**src/rtl/a_fifo_rd_sched.sv**
```systemverilog
// Round-robin burst scheduler sharing the async FIFO read port among NREQ consumers (clkb domain).
// Define A_FIFO_RD_SCHED_TIMEOUT_EN to abort bursts that stall on empty for TIMEOUT cycles.
module a_fifo_rd_sched #(
    parameter int NREQ    = 4,
    parameter int DW      = 8,
    parameter int BLW     = 4,
    parameter int TIMEOUT = 32
) (
    input  logic                    clkb,
    input  logic                    rstb_clkb,
    input  logic [NREQ-1:0]         req,
    input  logic [NREQ*BLW-1:0]     req_len,
    input  logic                    empty,
    input  logic [DW-1:0]           dout_clkb,
    output logic                    rd,
    output logic [NREQ-1:0]         gnt,
    output logic                    out_valid,
    output logic [DW-1:0]           out_data,
    output logic [$clog2(NREQ)-1:0] out_id,
    output logic                    done,
`ifdef A_FIFO_RD_SCHED_TIMEOUT_EN
    output logic                    timeout,
`endif
    output logic                    abort
);

    localparam int IDW = $clog2(NREQ);

    if (NREQ < 2 || NREQ > 8 || TIMEOUT < 1) begin : g_bad_params
        $error("a_fifo_rd_sched: NREQ must be 2..8 and TIMEOUT >= 1");
    end

    typedef enum logic [1:0] {IDLE, BURST, DRAIN} state_t;

    state_t                    state_q, state_d;
    logic [NREQ-1:0]           gnt_q, gnt_d;
    logic [BLW-1:0]            cnt_q, cnt_d;
    logic [IDW-1:0]            id_q, id_d, rr_ptr_q, rr_ptr_d, out_id_q, out_id_d;
    logic                      done_q, done_d, abort_q, abort_d, out_valid_q, out_valid_d;
    logic [NREQ-1:0][BLW-1:0]  len_a;
    logic [NREQ-1:0]           elig;
    logic [IDW-1:0]            pick;
    logic                      found;
`ifdef A_FIFO_RD_SCHED_TIMEOUT_EN
    localparam int SW = $clog2(TIMEOUT + 1);
    logic [SW-1:0]             stall_q, stall_d;
    logic                      timeout_q, timeout_d;
`endif

    assign len_a = req_len;

    // Zero-length requests are never eligible, so they can never win arbitration.
    always_comb begin
        elig = '0;
        for (int k = 0; k < NREQ; k++) elig[k] = req[k] && (len_a[k] != '0);
    end

    always_comb begin
        found = 1'b0;
        pick  = '0;
        for (int i = 1; i <= NREQ; i++) begin
            logic [IDW-1:0] idx;
            idx = IDW'((32'(rr_ptr_q) + i) % NREQ);
            if (!found && elig[idx]) begin
                found = 1'b1;
                pick  = idx;
            end
        end
    end

    always_comb begin
        state_d   = state_q;
        gnt_d     = gnt_q;
        cnt_d     = cnt_q;
        id_d      = id_q;
        rr_ptr_d  = rr_ptr_q;
        done_d    = 1'b0;
        abort_d   = 1'b0;
        rd        = 1'b0;
`ifdef A_FIFO_RD_SCHED_TIMEOUT_EN
        stall_d   = stall_q;
        timeout_d = 1'b0;
`endif
        case (state_q)
            IDLE: begin
                if (found) begin
                    state_d = BURST;
                    gnt_d   = NREQ'(1) << pick;
                    cnt_d   = len_a[pick];
                    id_d    = pick;
                end
            end
            BURST: begin
                rd = !empty && (cnt_q != '0) && req[id_q];
                if (rd) begin
                    cnt_d = cnt_q - 1'b1;
                    if (cnt_q == BLW'(1)) begin
                        state_d = DRAIN;
                        done_d  = 1'b1;
                    end
                end else if (!req[id_q]) begin
                    state_d = DRAIN;
                    done_d  = 1'b1;
                    abort_d = 1'b1;
                end
`ifdef A_FIFO_RD_SCHED_TIMEOUT_EN
                if (rd) stall_d = '0;
                else if (empty && cnt_q != '0) stall_d = stall_q + 1'b1;
                // This cycle is the TIMEOUT-th consecutive stall.
                if (!rd && req[id_q] && empty && cnt_q != '0 && stall_q == SW'(TIMEOUT - 1)) begin
                    state_d   = DRAIN;
                    done_d    = 1'b1;
                    abort_d   = 1'b1;
                    timeout_d = 1'b1;
                end
`endif
            end
            DRAIN: begin
                state_d  = IDLE;
                gnt_d    = '0;
                rr_ptr_d = id_q;
`ifdef A_FIFO_RD_SCHED_TIMEOUT_EN
                stall_d  = '0;
`endif
            end
            default: state_d = IDLE;
        endcase
        out_valid_d = rd;
        out_id_d    = rd ? id_q : out_id_q;
    end

    always_ff @(posedge clkb or negedge rstb_clkb) begin
        if (!rstb_clkb) begin
            state_q     <= IDLE;
            gnt_q       <= '0;
            cnt_q       <= '0;
            id_q        <= '0;
            rr_ptr_q    <= IDW'(NREQ - 1);
            done_q      <= 1'b0;
            abort_q     <= 1'b0;
            out_valid_q <= 1'b0;
            out_id_q    <= '0;
`ifdef A_FIFO_RD_SCHED_TIMEOUT_EN
            stall_q     <= '0;
            timeout_q   <= 1'b0;
`endif
        end else begin
            state_q     <= state_d;
            gnt_q       <= gnt_d;
            cnt_q       <= cnt_d;
            id_q        <= id_d;
            rr_ptr_q    <= rr_ptr_d;
            done_q      <= done_d;
            abort_q     <= abort_d;
            out_valid_q <= out_valid_d;
            out_id_q    <= out_id_d;
`ifdef A_FIFO_RD_SCHED_TIMEOUT_EN
            stall_q     <= stall_d;
            timeout_q   <= timeout_d;
`endif
        end
    end

    assign gnt       = gnt_q;
    assign out_valid = out_valid_q;
    assign out_data  = out_valid_q ? dout_clkb : '0;
    assign out_id    = out_id_q;
    assign done      = done_q;
    assign abort     = abort_q;
`ifdef A_FIFO_RD_SCHED_TIMEOUT_EN
    assign timeout   = timeout_q;
`endif

endmodule

```
**config.mk**
```make
export PLATFORM = sky130hd
export DESIGN_NAME = a_fifo_rd_sched
export DESIGN_NICKNAME = d
export VERILOG_FILES = /design/src/rtl/a_fifo_rd_sched.sv
export SDC_FILE = /design/constraint.sdc
export NUM_CORES = 1
export LEC_CHECK = 0
export ABC_CLOCK_PERIOD_IN_PS = 3700
export BUFFER_PORTS_ARGS = -buffer_cell sky130_fd_sc_hd__buf_2
export CAP_MARGIN = 15
export CORE_UTILIZATION = 51
export CTS_CLUSTER_SIZE = 28
export DETAILED_ROUTE_END_ITERATION = 8
export PLACE_DENSITY = 0.84
export SLEW_MARGIN = 20
export SYNTH_ARGS = -nofsm -noshare
export SYNTH_HDL_FRONTEND = slang
export SYNTH_SLANG_ARGS = --single-unit
```
**constraint.sdc**
```tcl
create_clock -name clkb -period 3.7 [get_ports clkb]
set_input_delay 0.37 -clock clkb [delete_from_list [all_inputs] [get_ports clkb]]
set_output_delay 0.37 -clock clkb [all_outputs]
set_load 0.02 [all_outputs]
```
==> results_dict.tcl <==
set metrics [dict create \
    nFillCells 148 \
    fin_tns_setup_ns 0 \
    max_stage_delay_ns 0.44 \
    slew_headroom_pct 59.8 \
    yosys_warnings 0 \
    synth-edff-count 0 \
    crit_buf_inv 3 \
    fin_ws_ns 1.45 \
    cts_buffers 3 \
    synth_seq_area_share_pct 41.0 \
    dieArea_mm2 0.00248 \
    cts_max_level 1 \
    finalSetupViolations 0 \
    postCtsSetupBuffers 0 \
    critPathArrivalTime_ns 1.88 \
    syn_area_mm2 0.00117 \
    synth-main-ff-cell "dfrtp_1" \
    dp.cells 191 \
    syn_nets 150 \
    grt_pass1_wl_um 4820 \
    pre_cts_ws_ns 1.17 \
    hold_viol 0 \
    finalInstanceArea_mm2 0.00147 \
    ys_ff_latch 19 \
    via_per_inst 5.79 \
    synth_top_area_share_pct 36.5 \
    port_buffers 48 \
    critPathSlowestCell "dfrtp_1" \
    die_width_um 49.8 \
    rsz0062_at_grt "false" \
    coreArea_mm2 0.00206 \
    final-max-slew-violation-count 0 \
    synth_most_common_cell "dfrtp_1" \
    initial_core_util_pct 56.6 \
    worstSetupPathType "flip-flop to output port" \
    synth_cell_types 42 \
    grt-ovfl-total 0 \
    cp_common_cell "inv_1" \
    cp_cell_sequence "inv_1 -> ha_1 -> a211oi_1 -> nand2_1 -> inv_1 -> buf_2" \
    diodes 0 \
    start_kind "flip-flop" \
    antenna_left 0 \
    syn_inst 117 \
    clk_pin_slew_ns 0.12 \
    async_reset_ff_share_pct 100 \
    grt_antenna_before_repair 0 \
    p_leak_nw 0.748 \
    period_minus_slack_ns 2.25 \
    nNetsFinal 203 \
    crit_family "buffers and inverters" \
    ios 49 \
    cts_root_buffer "clkbuf_4" \
    wl_per_cell_um 14.4 \
    cts_sinks 19 \
    wl_um 2820 \
    power_density_mw_per_mm2 724 \
    drive_gt1_share_pct 39.6 \
    stdcell_count 196 \
    area_growth_pct 25.8 \
    fmax_mhz 444 \
    postCtsResizedCells 0 \
    synth.area.top_cells "dfrtp_1, dfstp_2, nand2_1" \
    grt_max_degree 20 \
    seqCellArea_um2 478 \
    crit_required_ns 3.33 \
    r2r_setup_slack_ns 1.62 \
    synth_top_cells_by_count "dfrtp_1, nand2_1, and2_1, nor2_1, o21ai_0" \
    dp_hpwl_um 2260 \
    placed_area_mm2 0.00143 \
    min_period_over_period_pct 60.8 \
    final_core_util_pct 71.1 \
    grt.total_usage_pct 25.8 \
    synth_area_per_cell_um2 9.97 \
    synth_top_area_cell "dfrtp_1" \
    min_path_type "primary input to flip-flop" \
    num_rows 16 \
    clkLatencyLatePin_ns 0.31 \
    cts.path.max_buffers 2 \
    cp_max_fo 6 \
    vias 1135 \
    drcViolationCount 0 \
    cap_violations 0 \
    gp_congestion 0.932 \
    tritoncts "done" \
    vdd.ir_drop.worst_mv 0.403 \
    fin_skew_ns 0.0154 \
    die_y_um 49.8 \
    first_iter_violations 21 \
    first_pass_iters 4 \
    worst_setup_path_end_kind "output port" \
    multi_input_area_um2 662 \
    ctsHoldBuffers 1 \
    grt_pass1_vias 1132 \
    tightest_slew_ns 0.603 \
    status "finished, final reports clean" \
]
-- report_power, final --
| group | internal (mW) | leakage, nW | switching, mW |
|---|---|---|---|
| Sequential | 0.310 | 0.235 | 0.0817 |
| Combinational | 0.236 | 0.495 | 0.324 |
| Clock | 0.0404 | 0.0177 | 0.0686 |
| Total | 0.587 | 0.748 | 0.475 |
-- cells in the final DEF, fill, tap and decap left out, drive strengths merged, types with 3 or more instances in the layout --
master	netlist	final
buf	1	48
mux2	6	6
inv	4	4
dfrtp	17	17
a21oi	4	4
nand2	14	14
and2	8	8
nor2b	3	3
nor3	4	4
nand3	4	4
nor2	9	9
clkbuf	0	3
o41ai	3	3
a22o	3	3
mux2i	4	4
a211oi	4	4
o21ai	9	9
-- tightest hold or removal path, cell delays in order --
cell and delay, ns:
buf_2 0.11, mux2i_1 0.12, a211oi_1 0.08
-- cells by family (layout without fill, tap and decap cells) --
logic type | count (synthesis) | after routing | synth area share (%)
AOI/OAI and AO/OA | 32 | 32 | 22.3
adders and majority gates | 2 | 2 | 2.15
buffers and inverters | 5 | 57 | 2.25
DFF | 19 | 19 | 41.0
muxes | 11 | 11 | 11.5
and+or+nand+nor | 48 | 48 | 20.8
-- flip-flops by register name, indices dropped and copies added (netlist names) --
name and count:
cnt_q 4, gnt 4, id_q 2, out_id 2, rr_ptr_q 2, state_q 2, abort 1, done 1
out_valid 1
-- path summary, 6_finish.rpt --
check                             from           to  depth (start not counted)
min in group asynchronous    rstb_clkb     cnt_q[1]                          2
max in group asynchronous    rstb_clkb  rr_ptr_q[1]                          2
min reg2reg                  out_id[1]    out_id[1]                          2
min                         req_len[8]     cnt_q[0]                          3
max                           cnt_q[0]           rd                          6
max reg2reg                rr_ptr_q[1]     cnt_q[3]                          6
-- through the flow --
stage          power (mW)  hold WS (ns)
2_1_floorplan       0.794        0.0744
3_3_place_gp        0.932         0.316
3_5_place_dp        0.954         0.328
4_1_cts              1.06         0.397
5_1_grt              1.15         0.402
6_report             1.06         0.395
-- area by class of cell --
type / count / share of cell area [%]
clock buffers: 3 / 1.54
multi-input cells: 93 / 45.1
clock inverters: 1 / 0.341
well taps: 27 / 2.30
inverters: 4 / 1.02
flip-flops and latches: 19 / 32.6
repair buffers: 49 / 17.1
-- metal layers --
metal / wire [um] / part of all wire [%] / GRT usage [%]
met2: 1420 / 51 / 46.2
met1: 1140 / 40 / 29.1
met5: 0 / 0 / 0
met3: 183 / 6.5 / 6.17
met4: 70 / 2.5 / 10.5
Note: power is estimated with default switching activity, not from simulation.
